===== config.mk =====
export PLATFORM = sky130hd
export DESIGN_NAME = iterative_array_multiplier
export DESIGN_NICKNAME = d
export VERILOG_FILES = /design/src/rtl/mult_pkg.sv /design/src/rtl/shift_add_datapath.sv /design/src/rtl/iterative_array_multiplier.sv
export SDC_FILE = /design/constraint.sdc
export NUM_CORES = 1
export LEC_CHECK = 0
export BUFFER_PORTS_ARGS = -buffer_cell sky130_fd_sc_hd__buf_4
export CAP_MARGIN = 30
export CORE_ASPECT_RATIO = 1.75
export CORE_MARGIN = 2
export CORE_UTILIZATION = 40
export CTS_CLUSTER_SIZE = 12
export DETAILED_ROUTE_END_ITERATION = 10
export GPL_ROUTABILITY_DRIVEN = 0
export PLACE_DENSITY = 0.56
export SLEW_MARGIN = 15
export SYNTH_ARGS = -nofsm -noshare
export SYNTH_HDL_FRONTEND = slang
export SYNTH_HIERARCHICAL = 1
export SYNTH_SLANG_ARGS = --single-unit

===== constraint.sdc =====
create_clock -name clk -period 7.5 [get_ports clk]
set_input_delay 0.375 -clock clk [delete_from_list [all_inputs] [get_ports clk]]
set_output_delay 0.375 -clock clk [all_outputs]
set_load 0.02 [all_outputs]

===== src/rtl/mult_pkg.sv =====
// Shared definitions for the iterative shift-add multiplier: FSM encoding
// and operand-width limits.
package mult_pkg;

  localparam int DEFAULT_W = 8;
  localparam int W_MIN     = 2;
  localparam int W_MAX     = 32;

  typedef enum logic [1:0] {
    IDLE = 2'd0,
    BUSY = 2'd1,
    DONE = 2'd2
  } state_t;

endpackage


===== src/rtl/shift_add_datapath.sv =====
// Radix-2 shift-add datapath: operates on operand magnitudes, then applies
// the sign fix-up as the final product is written to p.
module shift_add_datapath
  import mult_pkg::*;
#(
  parameter int W = DEFAULT_W
) (
  input  logic           clk,
  input  logic           rst_n,
  input  logic           load,
  input  logic           step,
  input  logic           finish,
  input  logic           is_signed,
  input  logic [W-1:0]   a,
  input  logic [W-1:0]   b,
  output logic [2*W-1:0] p
);

  logic [W-1:0]   mcand;
  logic [2*W-1:0] acc;
  logic           neg;

  logic [W-1:0]   mag_a;
  logic [W-1:0]   mag_b;
  logic [W:0]     sum;
  logic [2*W-1:0] acc_step;
  logic [2*W-1:0] product_fix;

  // The multiplier lives in the low half of acc and shifts out as the
  // partial product shifts in, so no separate multiplier register is needed.
  always_comb begin
    mag_a       = (is_signed && a[W-1]) ? -a : a;
    mag_b       = (is_signed && b[W-1]) ? -b : b;
    sum         = {1'b0, acc[2*W-1:W]} + {1'b0, mcand};
    acc_step    = acc[0] ? {sum, acc[W-1:1]} : {1'b0, acc[2*W-1:1]};
    product_fix = neg ? -acc_step : acc_step;
  end

  always_ff @(posedge clk or negedge rst_n) begin
    if (!rst_n) begin
      mcand <= '0;
      acc   <= '0;
      neg   <= 1'b0;
      p     <= '0;
    end else begin
      if (load) begin
        mcand <= mag_a;
        acc   <= {{W{1'b0}}, mag_b};
        neg   <= is_signed & (a[W-1] ^ b[W-1]);
      end else if (step) begin
        acc <= acc_step;
      end
      if (finish) begin
        p <= product_fix;
      end
    end
  end

endmodule


===== src/rtl/iterative_array_multiplier.sv =====
// Iterative W-cycle multiplier: FSM and step counter around the shift-add
// datapath; one product every W+1 cycles when starts are back to back.
module iterative_array_multiplier
  import mult_pkg::*;
#(
  parameter int W = DEFAULT_W
) (
  input  logic           clk,
  input  logic           rst_n,
  input  logic           start,
  input  logic           is_signed,
  input  logic [W-1:0]   a,
  input  logic [W-1:0]   b,
  output logic           busy,
  output logic           done,
  output logic [2*W-1:0] p
);

  localparam int CW = $clog2(W);
  localparam logic [CW-1:0] LAST = CW'(W - 1);

  if (W < W_MIN || W > W_MAX) begin : g_bad_width
    $error("iterative_array_multiplier: W out of range");
  end

  state_t        state;
  state_t        next_state;
  logic [CW-1:0] cnt;
  logic          last;
  logic          load;
  logic          step;
  logic          finish;

  always_ff @(posedge clk or negedge rst_n) begin
    if (!rst_n) begin
      state <= IDLE;
    end else begin
      state <= next_state;
    end
  end

  // A start seen in DONE chains straight into the next run with no idle gap.
  always_comb begin
    next_state = state;
    load       = 1'b0;
    step       = 1'b0;
    finish     = 1'b0;
    last       = (cnt == LAST);
    case (state)
      IDLE, DONE: begin
        if (start) begin
          load       = 1'b1;
          next_state = BUSY;
        end else begin
          next_state = IDLE;
        end
      end
      BUSY: begin
        step = 1'b1;
        if (last) begin
          finish     = 1'b1;
          next_state = DONE;
        end
      end
      default: next_state = IDLE;
    endcase
  end

  always_ff @(posedge clk or negedge rst_n) begin
    if (!rst_n) begin
      cnt <= '0;
    end else if (load) begin
      cnt <= '0;
    end else if (state == BUSY && !last) begin
      cnt <= cnt + 1'b1;
    end
  end

  assign busy = (state == BUSY);
  assign done = (state == DONE);

  shift_add_datapath #(.W(W)) u_datapath (
    .clk       (clk),
    .rst_n     (rst_n),
    .load      (load),
    .step      (step),
    .finish    (finish),
    .is_signed (is_signed),
    .a         (a),
    .b         (b),
    .p         (p)
  );

endmodule


==> flow_metrics.py <==
metrics = {
    "timing": {
        "fin_setup_tns_ns": 0,
        "worst_slew_pin_slew_ns": 0.876,
        "fmax_ghz": 0.322,
        "finClkSkew_ns": 0.00767,
        "timing.final.ws_setup_ns": 4.40,
        "maxSlewViolCount": 0,
        "relSlewSlack_pct": 41.5,
        "period_share_pct": 41.4,
        "fin_crit_ns": 3.10,
        "hold_violations": 0,
        "rsz0062_at_grt": "false",
        "final-setup-viol-count": 0,
        "whs_ns": 0.0824,
    },
    "synthesis": {
        "synthesis.nets": 359,
        "synth.area.top_cells": "dfrtp_1 (39%), ha_1 (5.5%), a21oi_1 (4.7%)",
        "synth-xor-area-share_pct": 6.77,
        "synth_edf_count": 0,
        "synthFlopType": "dfrtp_1",
        "synth_top_area_share_pct": 38.7,
        "synthSimpleGateAreaFrac_pct": 19.1,
        "synth_top_family_by_area": "simple AND/OR/NAND/NOR gates",
        "yosys.area.top_type": "dfrtp_1",
        "synthMuxAreaShare_pct": 7.74,
        "netlist_instances": 325,
        "synth.distinct_cells": 54,
        "synth_compound_gate_area_share_pct": 17.9,
        "syn_avg_cell_area_um2": 9.15,
        "synthAdderAreaFrac_pct": 6.14,
        "synthArstFlopShare_pct": 100,
        "syn-cell-area_um2": 2980,
        "ys_seq_elements": 46,
        "ys_seq_area_share_pct": 38.7,
        "yosysWarnings": 6,
    },
    "power": {
        "irDropWorstVdd_mv": 0.171,
        "power_density_nw_per_um2": 473,
        "leakagePower_nw": 1.55,
    },
    "grt": {
        "grt_max_degree": 47,
        "grt_pass1_vias": 2377,
        "grt_use_total_pct": 17.0,
        "grt-ovfl-total": 0,
        "use_met2_pct": 28.9,
        "met1_usage_pct": 21.4,
        "grt_pass1_wl_mm": 11.4,
        "globalRouteMet3Util_pct": 2.65,
        "grt-busiest-layer": "met2",
        "antenna_found_initial": 0,
    },
    "critical_path": {
        "cp-end-kind": "flip-flop",
        "slowest_stage": "or4_1",
        "rrSetupSlack_ns": 4.40,
        "required_ns": 7.73,
        "crit_arrival_ns": 3.33,
        "setup.worst_path.class": "flip-flop to flip-flop",
        "reg2reg_from": "u_datapath/acc[8]",
        "r2r_cells": 8,
        "slowest_delay_ns": 0.55,
        "cp_cell_sequence": "ha_1 > fa_1 > a211oi_1 > nor3_1 > or3_4 > or4_1 > or4_1 > nand3_1",
        "cp_max_fo": 6,
        "cpMostUsedCell": "or4_1",
        "worstSetupStartpointType": "flip-flop",
        "timing.rr.end": "u_datapath/p[15]",
    },
    "outcome": {
        "status": "finished, final reports clean",
    },
    "floorplanning": {
        "die_h_um": 118,
        "dieArea_um2": 8170,
        "die_w_um": 69.2,
        "start_util_pct": 41.1,
        "io_pins": 38,
        "row_count": 41,
        "core-area_um2": 7230,
    },
    "finish": {
        "drive_gt1_share_pct": 16.8,
        "layout_common_cells": "dfrtp_1 (46), buf_4 (38), nor2_1 (37), a21oi_1 (28), nand2_1 (26)",
        "area_growth_pct": 16.3,
        "num_antenna_cells": 0,
        "seq_area_um2": 1150,
        "nNetsFinal": 390,
        "final_common_cell": "dfrtp_1",
        "multi_input_area_um2": 1710,
        "nFillCells": 735,
    },
    "clock_tree": {
        "numCtsBuffers": 5,
        "clkTransAtPathRegs_ns": 0.06,
        "clockBufferDepth": 2,
        "cts_resized": 0,
        "cts_setup_buffers": 0,
        "holdBufCountCts": 0,
        "cts_tree": "yes",
        "cts_sinks": 46,
        "clock_latency_ns": 0.29,
        "cts_root_buf": "clkbuf_16",
        "htreeDepth": 2,
    },
    "drt": {
        "wl_per_cell_um": 14.5,
        "ant_nets": 0,
        "wl_mm": 6.41,
        "via_per_inst": 5.43,
        "drtIter0Drc": 125,
        "first_pass_iters": 4,
        "num_vias": 2407,
        "drc": 0,
    },
    "place": {
        "io_buffers": 37,
        "place_hpwl_mm": 4.80,
        "pre_cts_ws_ns": 4.42,
    },
    "min_path": {
        "min_path_type": "input pin to asynchronous set/reset pin",
    },
    "flow_run": {
        "cap_violations": 0,
    },
}
[per-layer routing]
| metal | wire, um | share of wire [%] | up-vias |
|---|---|---|---|
| met4 | 136 | 2.1 | 0 |
| met1 | 2800 | 44 | 1119 |
| li1 | - | - | 1233 |
| met3 | 187 | 2.9 | 8 |
| met2 | 3290 | 51 | 47 |
| met5 | 0 | 0 | - |
[metrics by stage]
step / utilization, % / cell area, um^2 / power, mW / std cells
after floorplan: - / 2980 / 1.18 / 325
after global placement: 45.7 / 3300 / 1.41 / 434
after detailed placement: 45.9 / 3320 / 1.43 / 435
after CTS: 47.8 / 3460 / 1.65 / 443
after global routing: 47.8 / 3460 / 1.80 / 443
final: 47.8 / 3460 / 1.64 / 443
[layout make-up]
type                       instances  share of cell area, %
clock buffer                       6                   3.72
clock inverter                     2                  0.398
inverter                          12                   1.30
multi-input combinational        252                   49.5
sequential                        46                   33.3
tap                               86                   3.11
timing repair buffer              39                   8.68
[sequential cells by signal (all words and copies together) (netlist names)]
signal / cells
u_datapath/p: 16
u_datapath/mcand: 8
cnt: 3
u_datapath/acc: 16
u_datapath/neg: 1
state: 2
[how the worst max path moves through the flow]
stage / cells past startpoint / start / slack, ns / end
final: 8 / u_datapath/acc[8] / 4.40 / u_datapath/p[15]
after global routing: 8 / u_datapath/acc[8] / 4.22 / u_datapath/p[15]
after CTS: 8 / u_datapath/acc[8] / 4.40 / u_datapath/p[15]
after detailed placement: 8 / u_datapath/acc[8] / 4.42 / u_datapath/p[15]
after global placement: 8 / u_datapath/acc[8] / 4.47 / u_datapath/p[15]
after floorplan: 8 / u_datapath/acc[8] / 4.62 / u_datapath/p[15]
[critical path: cells and delay by family, from the launching register on]
| family | cells | cell delay (ns) |
|---|---|---|
| AO/OA/AOI/OAI | 1 | 0.40 |
| AND/OR/NAND/NOR | 5 | 1.55 |
| flip-flops | 1 | 0.41 |
| adder cells (fa/ha/maj) | 2 | 0.68 |
[logic make-up after synthesis]
family,count (synthesis)
AND/OR/NAND/NOR,114
AO/OA/AOI/OAI,80
flip-flops,46
buffers and inverters,27
XOR/XNOR,23
multiplexers,21
adder cells (fa/ha/maj),14
[cell usage after synthesis, types with 2 or more instances]
library cell	instances
a211oi_1	9
a21oi_1	28
a31oi_1	4
and2_1	2
and2b_1	2
buf_1	5
clkbuf_1	8
dfrtp_1	46
ha_1	13
inv_1	12
mux2_2	6
mux2i_1	14
nand2_1	26
nand2b_1	3
nand3_1	10
nor2_1	37
nor2b_1	4
nor3_1	9
nor3b_1	2
nor4_1	3
nor4bb_1	2
o2111a_1	2
o211ai_1	4
o21a_1	2
o21ai_0	14
o2bb2ai_1	2
o31ai_1	3
or3_1	5
or4_1	2
xnor2_1	12
xor2_1	11
[power by group]
group | internal (mW) | total (mW) | switching [mW] | leakage [nW]
logic | 0.419 | 0.923 | 0.504 | 0.920
clock network | 0.124 | 0.217 | 0.0930 | 0.0708
registers | 0.368 | 0.496 | 0.128 | 0.555
total | 0.911 | 1.64 | 0.725 | 1.55
(Power assumes the default switching activity.)
